## src/rtl/wb_port_arbiter_if.sv

```systemverilog
// Write-back port bundle: ALU and load-return requests in, registered register-file write out.
// master = request side / register file, slave = the arbiter.
interface wb_port_arbiter_if #(
   parameter int DATA_W = 32,
   parameter int ADDR_W = 5
);
   logic              alu_valid;
   logic [ADDR_W-1:0] alu_rd;
   logic [DATA_W-1:0] alu_data;
   logic              alu_ready;
   logic              mem_valid;
   logic [ADDR_W-1:0] mem_rd;
   logic [DATA_W-1:0] mem_data;
   logic              buf_full;
   logic              overflow;
   logic              rf_we;
   logic [ADDR_W-1:0] rf_waddr;
   logic [DATA_W-1:0] rf_wdata;

   modport master (
      output alu_valid, alu_rd, alu_data, mem_valid, mem_rd, mem_data,
      input  alu_ready, buf_full, overflow, rf_we, rf_waddr, rf_wdata
   );

   modport slave (
      input  alu_valid, alu_rd, alu_data, mem_valid, mem_rd, mem_data,
      output alu_ready, buf_full, overflow, rf_we, rf_waddr, rf_wdata
   );
endinterface

```

## src/rtl/wb_port_arbiter.sv

```systemverilog
// Register-file write-port arbiter: buffered in-order load returns take priority over ALU results.
// Define WB_ARB_FAIR_EN to bound how many load grants may pass a waiting ALU result.
module wb_port_arbiter #(
   parameter int DATA_W       = 32,
   parameter int ADDR_W       = 5,
   parameter int DEPTH        = 4,
   parameter int MAX_LOAD_RUN = 4
) (
   input  logic             clk,
   input  logic             reset,
   wb_port_arbiter_if.slave bus
);
   localparam int PTR_W = $clog2(DEPTH);
   localparam logic [PTR_W:0] FULL_CNT = (PTR_W + 1)'(DEPTH);
   localparam logic [PTR_W:0] ONE_CNT  = (PTR_W + 1)'(1);

   typedef enum logic {IDLE, DRAIN} state_t;

   state_t            r_state, w_state_nxt;
   logic [ADDR_W-1:0] r_buf_rd   [DEPTH];
   logic [DATA_W-1:0] r_buf_data [DEPTH];
   logic [PTR_W-1:0]  r_rd_ptr, r_wr_ptr;
   logic [PTR_W:0]    r_count, w_count_nxt;
   logic              r_buf_full, r_overflow;
   logic              r_rf_we;
   logic [ADDR_W-1:0] r_rf_waddr;
   logic [DATA_W-1:0] r_rf_wdata;

   logic              w_empty, w_override, w_pop, w_bypass, w_alu_grant;
   logic              w_push, w_drop, w_push_ok, w_grant;
   logic [ADDR_W-1:0] w_g_rd;
   logic [DATA_W-1:0] w_g_data;

   assign w_empty       = (r_state == IDLE);
   assign bus.alu_ready = w_override | (w_empty & ~bus.mem_valid);
   assign w_pop         = ~w_empty & ~w_override;
   assign w_bypass      = w_empty & bus.mem_valid & ~w_override;
   assign w_alu_grant   = bus.alu_valid & bus.alu_ready;
   // A load not taken this cycle goes to the tail; it is lost only if the tail has no room.
   assign w_push        = bus.mem_valid & ~w_bypass;
   assign w_drop        = w_push & (r_count == FULL_CNT) & ~w_pop;
   assign w_push_ok     = w_push & ~w_drop;

`ifdef WB_ARB_FAIR_EN
   localparam int RUN_W = $clog2(MAX_LOAD_RUN + 1);
   localparam logic [RUN_W-1:0] RUN_MAX = RUN_W'(MAX_LOAD_RUN);

   logic [RUN_W-1:0] r_run;

   assign w_override = bus.alu_valid & (r_run == RUN_MAX);

   always_ff @(posedge clk or negedge reset) begin
      if (!reset)                            r_run <= '0;
      else if (!bus.alu_valid || w_alu_grant) r_run <= '0;
      else if (w_pop || w_bypass)            r_run <= r_run + 1'b1;
   end
`else
   assign w_override = 1'b0;
`endif

   // NOTE: every variable gets a default before the priority chain, so no latch is inferred.
   always_comb begin
      w_grant  = 1'b1;
      w_g_rd   = bus.alu_rd;
      w_g_data = bus.alu_data;
      if (w_pop) begin
         w_g_rd   = r_buf_rd[r_rd_ptr];
         w_g_data = r_buf_data[r_rd_ptr];
      end else if (w_bypass) begin
         w_g_rd   = bus.mem_rd;
         w_g_data = bus.mem_data;
      end else if (!w_alu_grant) begin
         w_grant  = 1'b0;
      end
   end

   always_comb begin
      w_state_nxt = r_state;
      case (r_state)
         IDLE:    if (w_push_ok) w_state_nxt = DRAIN;
         DRAIN:   if (w_pop && !w_push_ok && r_count == ONE_CNT) w_state_nxt = IDLE;
         default: w_state_nxt = IDLE;
      endcase
   end

   always_comb begin
      w_count_nxt = r_count;
      case ({w_push_ok, w_pop})
         2'b10:   w_count_nxt = r_count + 1'b1;
         2'b01:   w_count_nxt = r_count - 1'b1;
         default: w_count_nxt = r_count;
      endcase
   end

   // NOTE: state registers use non-blocking assignments so every flop samples pre-edge values.
   always_ff @(posedge clk or negedge reset) begin
      if (!reset) begin
         r_state    <= IDLE;
         r_count    <= '0;
         r_rd_ptr   <= '0;
         r_wr_ptr   <= '0;
         r_buf_full <= 1'b0;
         r_overflow <= 1'b0;
      end else begin
         r_state    <= w_state_nxt;
         r_count    <= w_count_nxt;
         r_buf_full <= (w_count_nxt == FULL_CNT);
         if (w_pop)     r_rd_ptr   <= r_rd_ptr + 1'b1;
         if (w_push_ok) r_wr_ptr   <= r_wr_ptr + 1'b1;
         if (w_drop)    r_overflow <= 1'b1;
      end
   end

   // NOTE: buffer storage has no reset; pointers and occupancy alone decide which entries are live.
   always_ff @(posedge clk) begin
      if (w_push_ok) begin
         r_buf_rd[r_wr_ptr]   <= bus.mem_rd;
         r_buf_data[r_wr_ptr] <= bus.mem_data;
      end
   end

   // Writes to x0 still consume the grant but never raise the enable.
   always_ff @(posedge clk or negedge reset) begin
      if (!reset) begin
         r_rf_we    <= 1'b0;
         r_rf_waddr <= '0;
         r_rf_wdata <= '0;
      end else begin
         r_rf_we <= w_grant & (w_g_rd != '0);
         if (w_grant) begin
            r_rf_waddr <= w_g_rd;
            r_rf_wdata <= w_g_data;
         end
      end
   end

   assign bus.buf_full = r_buf_full;
   assign bus.overflow = r_overflow;
   assign bus.rf_we    = r_rf_we;
   assign bus.rf_waddr = r_rf_waddr;
   assign bus.rf_wdata = r_rf_wdata;
endmodule

```

## src/flat_wrapper.sv

```systemverilog
// flat-port wrapper written by rule: the top's interface ports become plain ports
module wb_port_arbiter_flat 
#(
   parameter int DATA_W       = 32,
   parameter int ADDR_W       = 5,
   parameter int DEPTH        = 4,
   parameter int MAX_LOAD_RUN = 4
)
  (clk, reset, bus_alu_valid, bus_alu_rd, bus_alu_data, bus_mem_valid, bus_mem_rd, bus_mem_data, bus_alu_ready, bus_buf_full, bus_overflow, bus_rf_we, bus_rf_waddr, bus_rf_wdata);
  wb_port_arbiter_if #(.DATA_W(DATA_W), .ADDR_W(ADDR_W)) bus_i ();
  input  logic clk;
  input  logic reset;
  input wire logic [$bits(bus_i.alu_valid)-1:0] bus_alu_valid;
  input wire logic [$bits(bus_i.alu_rd)-1:0] bus_alu_rd;
  input wire logic [$bits(bus_i.alu_data)-1:0] bus_alu_data;
  input wire logic [$bits(bus_i.mem_valid)-1:0] bus_mem_valid;
  input wire logic [$bits(bus_i.mem_rd)-1:0] bus_mem_rd;
  input wire logic [$bits(bus_i.mem_data)-1:0] bus_mem_data;
  output wire logic [$bits(bus_i.alu_ready)-1:0] bus_alu_ready;
  output wire logic [$bits(bus_i.buf_full)-1:0] bus_buf_full;
  output wire logic [$bits(bus_i.overflow)-1:0] bus_overflow;
  output wire logic [$bits(bus_i.rf_we)-1:0] bus_rf_we;
  output wire logic [$bits(bus_i.rf_waddr)-1:0] bus_rf_waddr;
  output wire logic [$bits(bus_i.rf_wdata)-1:0] bus_rf_wdata;
  assign bus_i.alu_valid = bus_alu_valid;
  assign bus_i.alu_rd = bus_alu_rd;
  assign bus_i.alu_data = bus_alu_data;
  assign bus_i.mem_valid = bus_mem_valid;
  assign bus_i.mem_rd = bus_mem_rd;
  assign bus_i.mem_data = bus_mem_data;
  assign bus_alu_ready = bus_i.alu_ready;
  assign bus_buf_full = bus_i.buf_full;
  assign bus_overflow = bus_i.overflow;
  assign bus_rf_we = bus_i.rf_we;
  assign bus_rf_waddr = bus_i.rf_waddr;
  assign bus_rf_wdata = bus_i.rf_wdata;
  wb_port_arbiter #(.DATA_W(DATA_W), .ADDR_W(ADDR_W), .DEPTH(DEPTH), .MAX_LOAD_RUN(MAX_LOAD_RUN)) u_core (.clk(clk), .reset(reset), .bus(bus_i));
endmodule
```

## config.mk

```make
export PLATFORM = sky130hd
export DESIGN_NAME = wb_port_arbiter_flat
export DESIGN_NICKNAME = d
export VERILOG_FILES = /design/src/rtl/wb_port_arbiter_if.sv /design/src/rtl/wb_port_arbiter.sv /design/src/flat_wrapper.sv
export SDC_FILE = /design/constraint.sdc
export NUM_CORES = 1
export LEC_CHECK = 0
export ABC_AREA = 1
export CAP_MARGIN = 20
export CELL_PAD_IN_SITES_DETAIL_PLACEMENT = 0
export CELL_PAD_IN_SITES_GLOBAL_PLACEMENT = 2
export CORE_MARGIN = 10
export CORE_UTILIZATION = 25
export CTS_CLUSTER_DIAMETER = 120
export DETAILED_ROUTE_END_ITERATION = 16
export GPL_ROUTABILITY_DRIVEN = 0
export GPL_TIMING_DRIVEN = 0
export HOLD_SLACK_MARGIN = 0.03
export PLACE_DENSITY_LB_ADDON = 0.1
export RECOVER_POWER = 50
export SYNTH_ARGS = -nofsm -noshare
export SYNTH_HDL_FRONTEND = slang
export SYNTH_SLANG_ARGS = --single-unit
```

## constraint.sdc

```tcl
create_clock -name clk -period 6.8 [get_ports clk]
set_input_delay 1.36 -clock clk [delete_from_list [all_inputs] [get_ports clk]]
set_output_delay 1.36 -clock clk [all_outputs]
set_load 0.01 [all_outputs]
```

==> metrics.txt, run 1 <==
hold_buf cts 0; CTS Root Buffer Type clkbuf_16; ys flop type edfxtp_1; PortBufs 118; post-route DRC violation count 0; Syn Inst Count 715; Detail Route Antenna Nets 0; Post-Layout Cell Count 1312; Die Area 0.0409 mm²; worst path cell trace dlygate4sd3_1 -> nor2_1 -> buf_6 -> buf_6 -> clkdlybuf4s50_1; cell area after synthesis 0.00830 mm²; fraction of layout instances using a drive strength above 1 10.7%; # IOs 119; P_leak 3.92 nW; CP top delay family buffers and inverters; Setup-failing EPs final 0; clock power share 24.8%; Core ar. 0.0326 mm²; Setup WS pre-CTS 2360 ps; Seq/Total Area, Yosys 68.0%; uppermost layer routed met5; number of enable flip-flop cells after synthesis 148; post-DR vias/cell 4.43; CP max stage delay 630 ps; Top cell by count, worst path buf_6; Max-slew headroom -31.8%; Clock Path Buffers 2; hold depth 1; measured slew at the worst slew-check pin 1980 ps; grt total ovfl 0; wire length on met2 13.2 mm; synth warn 0; P_sw 0.00151 W; clock sink count 196; most frequent cells in the layout 227 x nand2_1, 148 x edfxtp_1, 99 x nand3_1; nets@finish 942; Post-CTS Setup Inserts 0; number of buffers created by CTS 17; Peak VDD IR 0.171 mV; vias post-DR 5815; failing checks max-capacitance violations, max-slew violations; Power Total 0.00416 W; pwr dens 388 mW/mm²; router iterations before antenna repair 5; WP data arrival 3180 ps; slowest stage cell on the critical path dlygate4sd3_1; Reg2Reg Depth 5; commonest non-fill, non-tap cell in the layout nand2_1; Yosys reg bits 196; Synth Area per Inst 11.6 µm²; Inst Count DP 1280; Post-Route WL 26.1 mm; Initial Util 25.4%; Internal 0.00265 W; RSZ-0062 raised after global routing no; Buf/Inv on CP 4; max-cap viol count 1; antenna cells 0; Hold WC Path Type reg -> reg; number of global-route vias before repair 6257; DRT iter0 DRCs 289; total track usage 12.8%; Post-CTS Resized 0; Die Span X 202 µm; Setup CP Type in -> out; syn nets 800; switching share of total power 36.3%; Final Hold Viols 0; Layout area overhead 29.2%; clk slew on worst S/H paths 70 ps; Max Freq 220 MHz; Crit Path Max Fanout 10; status finished with violations; Die Y 202 µm; Worst Skew 17.8 ps; Worst-Skew Late Latency 440 ps; Max H-tree Level 4; DPL Wire Length 17.6 mm; initial antenna violation count 2; routed wl met3 866 µm; R2R Setup Slk 4370 ps; Worst EP required 5440 ps; Final period util 66.8%; Final WS setup 2260 ps; Gate power share 37.3%; met1 WL 11.8 mm; Final Slew Violations 30; Levels on crit path 5; register share of total power 37.9%; routed length per instance 19.9 µm; pin count of the biggest net entering global routing 30; Worst setup EP type output pin; setup TNS 0 ps; ys async rst share 24.5%; CTS tree done; Final min period 4540 ps; synth unique cells 25; row count 66; global-route wire length before repair 39.0 mm; startpoint type of the worst setup path input pin
final cells by class:
class                           instances  area, µm²
Sequential cell                       196       5650
Timing Repair Buffer                  123       1260
Clock inverter                         14        166
Fill cell                            3261      21900
Inverter                               25       96.3
Tap cell                              442        553
Clock buffer                           18        429
Multi-Input combinational cell        450       2270
Buffer                                 44        303
flip-flops by register name, indices dropped and copies added (netlist names), 2 cells and up:
register and flops:
u_core.bus.rf_waddr 5, u_core.bus.rf_wdata 32, u_core.r_count 3, u_core.r_rd_ptr 2, u_core.r_buf_data 128, u_core.r_wr_ptr 2, u_core.r_buf_rd 20
Yosys cell counts (2+ instances only):
cell type / n / share of area [%]
nor2_1: 56 / 2.5
nand3_1: 99 / 6.0
a41oi_1: 12 / 1.3
a21oi_1: 4 / 0.24
ha_1: 7 / 1.1
buf_2: 17 / 1.0
buf_6: 10 / 1.4
edfxtp_1: 148 / 54
o22ai_1: 3 / 0.23
xor2_1: 5 / 0.53
clkbuf_1: 2 / 0.091
dfrtp_1: 48 / 14
buf_1: 2 / 0.091
a41oi_2: 17 / 3.3
inv_1: 23 / 1.0
nand2_1: 226 / 10
o21ai_0: 9 / 0.54
a31oi_1: 8 / 0.60
buf_4: 13 / 1.2
stage by stage:
stage | util [%] | hold WS, ps | area [µm²]
floorplan | - | 486 | 8300
global placement | 30.8 | 445 | 10000
detailed placement | 31.1 | 453 | 10200
CTS | 33.0 | 472 | 10800
global route | 32.9 | 492 | 10700
finish | 32.9 | 470 | 10700
cell families (layout without fill, tap and decap cells):
kind of cell,Yosys count,in the layout,synth area share [%]
buf+inv,69,224,4.90
compound gates,53,53,6.21
simple gates,385,385,19.3
fa+ha+maj,7,7,1.06
flops,196,196,68.0
xor+xnor,5,5,0.528
worst paths after layout:
path,to,from
worst max-delay path,bus_alu_ready,bus_mem_valid
worst min-delay path,u_core.bus.overflow,u_core.bus.overflow
worst max register to register,u_core.r_buf_data[1][22],u_core.r_state
worst min register to register,u_core.bus.overflow,u_core.bus.overflow
max in group asynchronous,u_core.bus.rf_wdata[8],reset
min in group asynchronous,u_core.bus.overflow,reset
metal layers:
metal	vias up	GRT usage (%)
met5	-	0
met4	2	3.20
met3	17	2.57
met2	118	22.5
met1	2912	15.8
li1	2766	-
worst reg2reg max path, cell delays in order, from the launching register on:
cell     delay, ps
dfrtp_1        340
buf_6          150
buf_2          300
nand2_1        360
nor2_4         670
buf_12         280
power by group through the flow:
stage,Sequential (W),Combinational [W],Clock (W)
finish,0.00158,0.00155,0.00103
global route,0.00160,0.00172,0.00111
CTS,0.00158,0.00161,0.00106
detailed placement,0.00160,0.00161,0
global placement,0.00160,0.00156,0
floorplan,0.00164,0.000825,0
(Power assumes the default switching activity.)
==> run 2, diff against run 1 <==
- clock period: 6.8 -> 4.5 ns (I/O delays scaled with it)
==> results of run 2 <==
Same layout as run 1 (identical final DEF). Status: finished with violations: max-capacitance violations, max-slew violations.
Main changes from that run: setup slack after placement 2360 ps -> 976 ps; setup slack after layout 2260 ps -> 876 ps; register-to-register setup slack 4370 ps -> 2070 ps; total power 0.00416 W -> 0.00629 W; worst IR drop on VDD 0.171 mV -> 0.258 mV
==> run 3, diff against run 2 <==
- clock period: 4.5 -> 3.58 ns (I/O delays scaled with it)
==> run 3 against run 2 <==
The flow now finishes without violations; combinational power rose by 26%; sequential power rose by 26%; critical path type unchanged; critical endpoint unchanged; first-iteration DRC count rose by 3.5%.
==> metrics.txt, run 3 (synthesized netlist as in run 1, its figures left out) <==
fraction of layout instances using a drive strength above 1 10.8%; total track usage 12.8%; Worst EP required 2860 ps; vias post-DR 5800; max-cap viol count 0; PortBufs 118; Final Hold Viols 0; r2r startpoint u_core.r_state; grt total ovfl 0; Initial Util 25.4%; CP top delay family buffers and inverters; Worst Skew 15.9 ps; clk slew on worst S/H paths 70 ps; Setup WS pre-CTS 424 ps; clock sink count 196; status completed; WP data arrival 2540 ps; # IOs 119; Clock Path Buffers 2; Crit Path Max Fanout 10; number of global-route vias before repair 6257; CTS tree done; Most flops, register u_core.r_buf_data; Buf/Inv on CP 4; Inst Count DP 1280; slowest stage cell on the critical path dlygate4sd3_1; Post-CTS Resized 0; Layout area overhead 29.4%; RSZ-0062 raised after global routing no; Top cell by count, worst path buf_6; row count 66; antenna cells 0; global-route wire length before repair 39.0 mm; Final min period 3260 ps; Die Area 0.0409 mm²; max reg flops 128; DPL Wire Length 17.6 mm; routed length per instance 19.9 µm; Max-slew headroom 7.54%; Max Freq 307 MHz; CP max stage delay 630 ps; worst path cell trace dlygate4sd3_1 -> nor2_1 -> buf_6 -> buf_6 -> clkdlybuf4s50_1; Post-CTS Setup Inserts 0; DRT iter0 DRCs 299; P_leak 3.93 nW; Die Span X 202 µm; Detail Route Antenna Nets 0; Peak VDD IR 0.324 mV; router iterations before antenna repair 4; Setup-failing EPs final 0; post-DR vias/cell 4.42; Core ar. 0.0326 mm²; Final period util 91.0%; Hold Crit Start u_core.bus.overflow; Setup CP Type in -> out; Max H-tree Level 4; Die Y 202 µm; number of buffers created by CTS 17; Worst setup EP type output pin; post-route DRC violation count 0; Final Slew Violations 0; nets@finish 942; Hold WC Path Type reg -> reg; startpoint type of the worst setup path input pin; Critical Path Start bus_mem_valid; most frequent cells in the layout 227 x nand2_1, 148 x edfxtp_1, 99 x nand3_1; CTS Root Buffer Type clkbuf_16; Post-Layout Cell Count 1312; Final WS setup 321 ps; commonest non-fill, non-tap cell in the layout nand2_1; initial antenna violation count 2; Worst-Skew Late Latency 440 ps; Post-Route WL 26.1 mm; fill count 3258; hold_buf cts 0; pwr dens 737 mW/mm²; pin count of the biggest net entering global routing 30; measured slew at the worst slew-check pin 1390 ps
run 3: cell types whose count changed in the layout (fill, tap and decap cells not counted), sizes merged:
| cell | change |
|---|---|
| buf | +1 |
| clkbuf | -1 |
run 3: worst register-to-register path, delay by kind of cell, from the launching register on:
family / cells / cell delay, ps
buffers and inverters: 3 / 720
DFF: 1 / 340
and+or+nand+nor: 2 / 1030
run 3: per-layer routing:
layer / wire length, µm / global-route usage [%]
met1: 11800 / 15.8
met4: 209 / 3.20
met3: 837 / 2.57
met2: 13200 / 22.5
met5: 13 / 0
run 3: path summary, 6_finish.rpt:
path / end / slack, ps / depth (start not counted)
max in group asynchronous: u_core.bus.rf_wdata[8] / 2150 / 2
hold reg to reg: u_core.bus.overflow / 470 / 1
hold / removal: u_core.bus.overflow / 470 / 1
setup reg to reg: u_core.r_buf_data[3][22] / 1160 / 5
min in group asynchronous: u_core.bus.overflow / 590 / 1
setup / recovery: bus_alu_ready / 320 / 5
run 3: layout make-up:
class                           instances  area [µm²]  share of cell area [%]
Sequential cell                       196        5650                    52.6
Multi-Input combinational cell        450        2270                    21.1
Timing Repair Buffer                  123        1270                    11.9
Tap cell                              442         553                    5.15
Clock buffer                           18         429                    4.00
Buffer                                 44         303                    2.82
Clock inverter                         14         166                    1.55
Inverter                               25        96.3                   0.898
run 3: report_power, final:
part / internal [W] / switching [W]
logic: 0.00116 / 0.00180
registers: 0.00282 / 0.000169
clock network: 0.00105 / 0.000905
total: 0.00504 / 0.00287
run 3: stage by stage:
stage / hold WS [ps] / TNS (ps) / power, W / util, % / area [µm²]
2_1_floorplan: 420 / 0 / 0.00469 / - / 8300
3_3_place_gp: 445 / -266290 / 0.00601 / 30.8 / 10000
3_5_place_dp: 453 / 0 / 0.00610 / 31.1 / 10200
4_1_cts: 282 / 0 / 0.00808 / 33.0 / 10800
5_1_grt: 492 / 0 / 0.00841 / 32.9 / 10700
6_report: 470 / 0 / 0.00791 / 32.9 / 10700
